[config.mk]
export PLATFORM = sky130hd
export DESIGN_NAME = bram_stream_reader
export DESIGN_NICKNAME = d
export VERILOG_FILES = /design/src/rtl/bram_stream_reader.sv
export SDC_FILE = /design/constraint.sdc
export NUM_CORES = 1
export LEC_CHECK = 0
export BUFFER_PORTS_ARGS = -buffer_cell sky130_fd_sc_hd__buf_2
export CORE_MARGIN = 2
export CORE_UTILIZATION = 30
export CTS_BUF_LIST = sky130_fd_sc_hd__clkbuf_4 sky130_fd_sc_hd__clkbuf_8
export DETAILED_ROUTE_END_ITERATION = 6
export GPL_TIMING_DRIVEN = 0
export PLACE_DENSITY_LB_ADDON = 0.1
export SYNTH_ARGS = -nofsm -noshare
export SYNTH_HDL_FRONTEND = slang
export SYNTH_SLANG_ARGS = --single-unit
[constraint.sdc]
create_clock -name clk -period 3.6 [get_ports clk]
set_input_delay 0.36 -clock clk [delete_from_list [all_inputs] [get_ports clk]]
set_output_delay 0.36 -clock clk [all_outputs]
set_load 0.02 [all_outputs]
[src/rtl/bram_stream_reader.sv]
`timescale 1ns/1ps
// Read-side BRAM master: turns an (address, length) command into back-to-back
// 1-cycle-latency BRAM reads and streams the words out over AXI-Stream.
module bram_stream_reader #(
    parameter int DATA_WIDTH = 32,
    parameter int ADDR_WIDTH = 16,
    parameter int LEN_WIDTH  = ADDR_WIDTH + 1
) (
    input  logic                  clk,
    input  logic                  rstn,
    input  logic                  cmd_valid,
    output logic                  cmd_ready,
    input  logic [ADDR_WIDTH-1:0] cmd_addr,
    input  logic [LEN_WIDTH-1:0]  cmd_len,
    output logic                  bram_rden,
    output logic [ADDR_WIDTH-1:0] bram_addr,
    input  logic [DATA_WIDTH-1:0] bram_dout,
    output logic [DATA_WIDTH-1:0] m_axis_tdata,
    output logic                  m_axis_tvalid,
    input  logic                  m_axis_tready,
    output logic                  m_axis_tlast,
    output logic                  busy,
    output logic                  done
);

    typedef enum logic [1:0] {
        IDLE  = 2'd0,
        ISSUE = 2'd1,
        DRAIN = 2'd2
    } state_t;

    state_t                  state_q, state_d;
    logic                    rden_q, rden_d;
    logic [ADDR_WIDTH-1:0]   addr_q, addr_d;
    logic [ADDR_WIDTH-1:0]   next_addr_q, next_addr_d;
    logic [LEN_WIDTH-1:0]    remain_q, remain_d;
    logic [LEN_WIDTH-1:0]    last_idx_q, last_idx_d;
    logic [LEN_WIDTH-1:0]    beat_q, beat_d;
    logic                    pend_q;
    logic                    done_q, done_d;

    logic [DATA_WIDTH-1:0]   fifo_q [4];
    logic [1:0]              wr_ptr_q, wr_ptr_d;
    logic [1:0]              rd_ptr_q, rd_ptr_d;
    logic [2:0]              count_q, count_d;

    logic                    push;
    logic                    pop;
    logic                    is_last;
    logic [3:0]              occ;
    logic                    credit_ok;

    // pend_q marks the cycle in which bram_dout carries a word we asked for
    assign push          = pend_q;
    assign m_axis_tvalid = (count_q != 3'd0);
    assign pop           = m_axis_tvalid & m_axis_tready;
    assign is_last       = (beat_q == last_idx_q);
    assign m_axis_tlast  = m_axis_tvalid & is_last;
    assign m_axis_tdata  = m_axis_tvalid ? fifo_q[rd_ptr_q] : '0;

    assign cmd_ready = (state_q == IDLE);
    assign busy      = (state_q != IDLE);
    assign bram_rden = rden_q;
    assign bram_addr = addr_q;
    assign done      = done_q;

    // Slots committed after this edge: stored words, both in-flight reads, minus a pop.
    assign occ       = {1'b0, count_q} + {3'b000, rden_q} + {3'b000, pend_q} - {3'b000, pop};
    assign credit_ok = (occ < 4'd4);

    always_comb begin
        count_d  = count_q;
        wr_ptr_d = wr_ptr_q;
        rd_ptr_d = rd_ptr_q;
        case ({push, pop})
            2'b10:   count_d = count_q + 3'd1;
            2'b01:   count_d = count_q - 3'd1;
            default: count_d = count_q;
        endcase
        if (push) begin
            wr_ptr_d = wr_ptr_q + 2'd1;
        end
        if (pop) begin
            rd_ptr_d = rd_ptr_q + 2'd1;
        end
    end

    always_comb begin
        state_d     = state_q;
        rden_d      = 1'b0;
        addr_d      = addr_q;
        next_addr_d = next_addr_q;
        remain_d    = remain_q;
        last_idx_d  = last_idx_q;
        beat_d      = beat_q;
        done_d      = 1'b0;

        if (pop) begin
            beat_d = beat_q + LEN_WIDTH'(1);
        end

        case (state_q)
            IDLE: begin
                if (cmd_valid) begin
                    last_idx_d = cmd_len - LEN_WIDTH'(1);
                    beat_d     = '0;
                    if (cmd_len == '0) begin
                        done_d = 1'b1;
                    end else begin
                        // first read goes out straight from the accept edge
                        rden_d      = 1'b1;
                        addr_d      = cmd_addr;
                        next_addr_d = cmd_addr + ADDR_WIDTH'(1);
                        remain_d    = cmd_len - LEN_WIDTH'(1);
                        state_d     = ISSUE;
                    end
                end
            end
            ISSUE: begin
                if (remain_q == '0) begin
                    state_d = DRAIN;
                end else if (credit_ok) begin
                    rden_d      = 1'b1;
                    addr_d      = next_addr_q;
                    next_addr_d = next_addr_q + ADDR_WIDTH'(1);
                    remain_d    = remain_q - LEN_WIDTH'(1);
                    if (remain_q == LEN_WIDTH'(1)) begin
                        state_d = DRAIN;
                    end
                end
            end
            DRAIN: begin
                if (pop && is_last) begin
                    done_d  = 1'b1;
                    state_d = IDLE;
                end
            end
            default: begin
                state_d = IDLE;
            end
        endcase
    end

    always_ff @(posedge clk) begin
        if (!rstn) begin
            state_q     <= IDLE;
            rden_q      <= 1'b0;
            addr_q      <= '0;
            next_addr_q <= '0;
            remain_q    <= '0;
            last_idx_q  <= '0;
            beat_q      <= '0;
            pend_q      <= 1'b0;
            done_q      <= 1'b0;
            wr_ptr_q    <= 2'd0;
            rd_ptr_q    <= 2'd0;
            count_q     <= 3'd0;
        end else begin
            state_q     <= state_d;
            rden_q      <= rden_d;
            addr_q      <= addr_d;
            next_addr_q <= next_addr_d;
            remain_q    <= remain_d;
            last_idx_q  <= last_idx_d;
            beat_q      <= beat_d;
            pend_q      <= rden_q;
            done_q      <= done_d;
            wr_ptr_q    <= wr_ptr_d;
            rd_ptr_q    <= rd_ptr_d;
            count_q     <= count_d;
        end
    end

    // Storage needs no reset; pointers and count decide what is visible.
    always_ff @(posedge clk) begin
        if (push) begin
            fifo_q[wr_ptr_q] <= bram_dout;
        end
    end

endmodule

## Word-level counts from Yosys, hierarchy flattened

Memories as Yosys holds them, arrays and structs flattened. A register that Yosys moved wholly into a read port is not among the register bits.
Index checks and enable logic that the tools add are counted.

- Bits in registers: 95
- Bits in latches: 0
- Bits in writable memories: 128
- Bits in read-only memories: 0
- Bits of input ports: 69
- Output and inout port bits: 54
- Logic and storage cells: 92
- Memories: 1

Memories:

| memory | words | bits a word | read ports | clocked after memory_dff | wr ports | RTL line | RTL |
|---|---|---|---|---|---|---|---|
| fifo_q | 4 | 32 | 1 | 1 | 1 | 42 | `logic [DATA_WIDTH-1:0] fifo_q [4];` |

- Add/sub/neg operators: 12
- Multiply operators: 0
- Divide/modulo/power cells: 0
- $lt $le $gt $ge: 1
- Equal/unequal tests: 13
- Shift-type cells: 0
- Mux-type cells: 40
- Bitwise logic cells: 2
- Reductions and logical operators: 11

Operators by type and width:

| kind | number |
|---|---|
| $mux W16 | 8 |
| $mux W17 | 7 |
| $pmux W16 S2 | 2 |
| $logic_not A17 Y1 | 2 |
| $pmux W17 S2 | 1 |
| $sub A17 B1 Y17 const B | 2 |
| $add A16 B1 Y16 const B | 2 |
| $mux W32 | 1 |
| $add A17 B1 Y17 const B | 1 |
| $eq A17 B1 Y1 const B | 1 |
| $eq A17 B17 Y1 | 1 |
| $mux W2 | 8 |
| $ne A2 B2 Y1 const B | 5 |
| $reduce_and A5 Y1 | 2 |
| $mux W1 | 9 |
| $ne A3 B3 Y1 const B | 2 |
| $pmux W2 S3 | 1 |
| $pmux W3 S2 | 1 |
| $reduce_bool A2 Y1 | 3 |
| $add A2 B1 Y2 const B | 2 |
| $add A3 B1 Y4 | 1 |
| $add A4 B1 Y4 | 1 |
| $eq A2 B1 Y1 const B | 2 |
| $eq A2 B2 Y1 const B | 2 |
| other kinds (10) | 12 |

## Logic depth before layout (Yosys ltp)

- Depth in word-level cells: 7
- Depth in mapped cells: 14
- Depth with buffers taken out: 10

## Worst setup path before layout

Ideal clock, no wire load.

- Path kind: reg-to-reg
- From: reg count_q[0]
- To: reg next_addr_q[11]
- Library setup time: 0.120 ns
- Data arrival time: 2.916 ns
- Required time: 3.480 ns
- Path slack: 0.565 ns
- Stages on the path, launching flop included: 13
- Buffers on the path: 2
- Clock period less this slack: 3.035 ns
- Cells stage by stage: dfxtp_1 > o31ai_1 > clkbuf_1 > or2_2 > nand2_1 > ha_1 > a21oi_1 > o21ai_0 > a311o_1 > a21o_1 > buf_6 > o211a_1 > o31a_1

- Longest elaborated chain between the ends: 6
- Elaborated cells on any way between the ends: 8
- Those cells by class: add/sub: 3; order compare: 1; eq/ne: 1; bitwise: 1; reduce/logical: 2

Ends and longest elaborated chain:

| element | RTL line | RTL |
|---|---|---|
| from (decl) | 45 | `logic [2:0] count_q, count_d;` |
| from (signal assigned) | 170 | `count_q <= count_d;` |
| $add A3 B1 Y4 / $reduce_bool A3 Y1 (equally long branches) | 68, 55 |  |
| $add A4 B1 Y4 / $and A1 B1 Y1 (equally long branches) | 68, 56 |  |
| $sub A4 B1 Y4 * | 68 | `assign occ = {1'b0, count_q} + {3'b000, rden_q} + {3'b000, pend_q} - {3'b000, pop};` |
| $lt A4 B3 Y1 * | 69 | `assign credit_ok = (occ < 4'd4);` |
| $ne A2 B2 Y1 (no line) * | -- |  |
| $reduce_and A5 Y1 (no line) * | -- |  |
| to (signal assigned) | 162 | `next_addr_q <= next_addr_d;` |
| to (decl) | 35 | `logic [ADDR_WIDTH-1:0] next_addr_q, next_addr_d;` |

Every way passes the cells marked *; elsewhere a longest branch is shown, timed or not.
A chain may end at the register's enable or synchronous reset.

## Worst setup path after layout

- From: reg count_q[2]
- To: reg addr_q[2], in the netlist bram_addr[2]

- Longest elaborated chain between the ends: 6
- Elaborated cells on any way between the ends: 8
- Those cells by class: add/sub: 3; order compare: 1; eq/ne: 1; bitwise: 1; reduce/logical: 2

Ends and longest elaborated chain:

| element | RTL line | RTL |
|---|---|---|
| $add A3 B1 Y4 / $reduce_bool A3 Y1 (equally long branches) | 68, 55 |  |
| $add A4 B1 Y4 / $and A1 B1 Y1 (equally long branches) | 68, 56 |  |
| $sub A4 B1 Y4 * | 68 |  |
| $lt A4 B3 Y1 * | 69 |  |
| $ne A2 B2 Y1 (no line) * | -- |  |
| $reduce_and A5 Y1 (no line) * | -- |  |
| to (signal assigned) | 161 | `addr_q <= addr_d;` |
| to (decl) | 34 | `logic [ADDR_WIDTH-1:0] addr_q, addr_d;` |

Marked as above.

==> flow_summary.yaml <==
global_route:
  grt_pass1_wl_um: 45400
  grt_start_max_net_pins: 27
  grt_pass1_vias: 7888
  grt.total_usage: 0.162
  antenna_found_initial: 0
  overflow: 0
floorplan:
  die_h_um: 191
  die_x_um: 191
  die-area_um2: 36300
  io_pins: 123
  core.rowCount: 68
  core_um2: 34400
  start_util: 0.304
yosys:
  ys_warn_count: 0
  synth_xor_area_frac: 0.0403
  syn_avg_cell_area_um2: 11.6
  ys_seq_area_frac: 0.554
  syn-cell-area_um2: 10400
  synth_edf_count: 128
  synth_top_family_by_area: "simple AND/OR/NAND/NOR gates"
  syn_inst: 900
  ys_seq_elements: 225
  yosys.area_share.simple: 0.152
  synth_nets: 982
  synthAdderAreaFrac: 0.0163
  synthDistinctLibCells: 68
  ys.flop_type: "edfxtp_1"
  muxShareOfSynthArea: 0.0918
  synth_compound_area_frac: 0.113
  async_reset_ff_frac: 0
critical_path:
  startpoint: "count_q[2]"
  worst-setup-path-type: "flip-flop to flip-flop"
  slowest_stage: "a311o_1"
  critPathBufInv: 3
  crit_path_end_kind: "flip-flop"
  path_cells: "o31ai_2 -> clkbuf_4 -> or2_2 -> nand2_1 -> ha_1 -> a21oi_1 -> o21ai_0 -> a311o_1 -> a21o_1 -> buf_6 -> clkbuf_2 -> nor2_1 -> a211oi_2"
  cp.required_ns: 3.98
  critical_path.reg2reg.endpoint: "bram_addr[2]"
  slowest_delay_ns: 0.45
  r2r_start: "count_q[2]"
  cp_top_family: "compound AO/OA/AOI/OAI gates"
  cp-start-kind: "flip-flop"
  r2r_slack_ns: 0.28
  crit_arrival_ns: 3.71
  r2r_cells: 13
  path_max_fanout: 16
clock_tree:
  clk_latency_ns: 0.57
  cts_root_buf: "clkbuf_8"
  tritoncts: "built"
  cts-buffers-inserted: 43
  path_clk_slew_ns: 0.05
  clk_path_buf_depth: 3
  clock-sinks: 225
  h-tree-depth: 2
  cts_setup_buffers: 0
timing:
  slew_headroom: 0.209
  setup_ws_ns: 0.277
  fmax_mhz: 301
  period_needed_ns: 3.32
  rsz0062_at_grt: "no"
  whs_ns: 0.0383
  hold_violations: 0
  finClkSkew_ns: 0.0313
  fin_tns_setup_ns: 0
  worstMarginPinSlew_ns: 1.18
  finalSetupViolCount: 0
  fin_crit_sh: 0.923
  drv_slew: 0
pwr:
  power_mw: 9.12
  vdd_drop_max_mv: 0.328
  powerDensity_nw_per_um2: 704
  p_leak_nw: 4.71
layout:
  final_nets: 1178
  mostFrequentLayoutCells: "buf_2, edfxtp_1, dfxtp_1, nor2_1, nand2_1"
  syn2layout_area_growth_pct: 24.2
  n_antenna_cell: 0
  drive_above_1_share: 0.257
  final_common_cell: "buf_2"
run:
  maxCapViolCount: 0
detailed_routing:
  dr.pass1.iters: 4
  drc: 0
  via_per_inst: 4.90
  vias: 7770
  ant_nets: 0
  drt-total-wl_um: 29400
  routedWlPerCell_um: 18.5
  drt_iter0_drc: 406
min_path:
  min-delay-start: "bram_dout[30]"
  min_path_type: "input pin to flip-flop"
  min_to: "fifo_q[3][30]"
  holdPathStages: 1
run_status:
  status: "finished, final reports clean"
place:
  dp_hpwl_um: 20100
  place_ws_ns: -0.198
  portBuffers: 122
  gp_congestion: 0.829
-- stage by stage --
step	instance area [um2]	std cells	util
after floorplan	10400	900	-
after global placement	11600	1477	0.338
after global routing	13000	1586	0.377
after CTS	13000	1587	0.377
after detailed placement	11700	1481	0.341
final	13000	1586	0.377
-- worst register-to-register path: stages (launching register included) --
cell      delay (ns)
dfxtp_1         0.36
o31ai_2         0.29
clkbuf_4        0.26
or2_2           0.16
nand2_1         0.12
ha_1            0.29
a21oi_1         0.21
o21ai_0         0.11
a311o_1         0.45
a21o_1          0.20
buf_6           0.17
clkbuf_2        0.27
nor2_1          0.19
a211oi_2        0.06
-- metal layers --
metal	global-route usage	vias to the layer above	wire length (um)
met3	0.0348	47	1620
met2	0.269	221	13700
met4	0.0507	0	628
met1	0.211	3765	13400
met5	0	-	0
li1	-	3737	-
-- cell usage after synthesis (22+ instances only) --
cell type,n,share of area
nor2_1,91,0.033
xnor2_1,24,0.020
xor2_1,24,0.020
mux4_2,32,0.069
nand2_1,75,0.027
a21oi_1,45,0.022
nor2b_1,36,0.022
nor3_1,22,0.011
clkbuf_1,31,0.011
o21ai_0,38,0.018
nand3_1,22,0.011
dfxtp_1,97,0.19
edfxtp_1,128,0.37
-- power breakdown --
group,switching (mW),internal (mW),total (mW)
combinational,1.99,1.19,3.18
clock,1.14,1.64,2.78
sequential,0.190,2.97,3.16
total,3.32,5.80,9.12
-- logic make-up (layout without fill, tap and decap cells) --
| kind of cell | count (synthesis) | after routing |
|---|---|---|
| AOI/OAI and AO/OA | 170 | 170 |
| buffers and inverters | 74 | 305 |
| and+or+nand+nor | 315 | 315 |
| muxes | 55 | 55 |
| DFF | 225 | 225 |
| adders and majority gates | 13 | 13 |
| xor gates and xnor gates | 48 | 48 |
-- flip-flops by register name, indices dropped and copies added (netlist names), named ones only --
name	cells
bram_rden	1
beat_q	17
bram_addr	16
fifo_q	128
done	1
remain_q	17
count_q	3
rd_ptr_q	2
wr_ptr_q	2
last_idx_q	17
pend_q	1
state_q	2
next_addr_q	16
-- layout make-up --
class	instances	area, um2
clock inverters	10	128
fillers	3470	21400
multi-input cells	601	4330
flip-flops and latches	225	5790
well taps	455	569
plain buffers	52	265
clock buffers	70	845
inverters	20	75.1
repair buffers	153	968
-- worst max-delay path by stage --
stage                     cells after the start  slack (ns)               to
after global routing                         13        0.07     bram_addr[2]
after CTS                                    13        0.01  next_addr_q[14]
after floorplan                              12        0.56  next_addr_q[11]
after detailed placement                     13       -0.20      remain_q[3]
after global placement                       13       -0.19      remain_q[3]
final                                        13        0.28     bram_addr[2]
-- repair_timing --
action                                 CTS  global route
cloned                                   0             0
gates resized for setup                  2             5
endpoints found under the hold margin   97             0
hold buffers                            27             0
setup endpoints to repair               24            38
(Power assumes the default switching activity.)
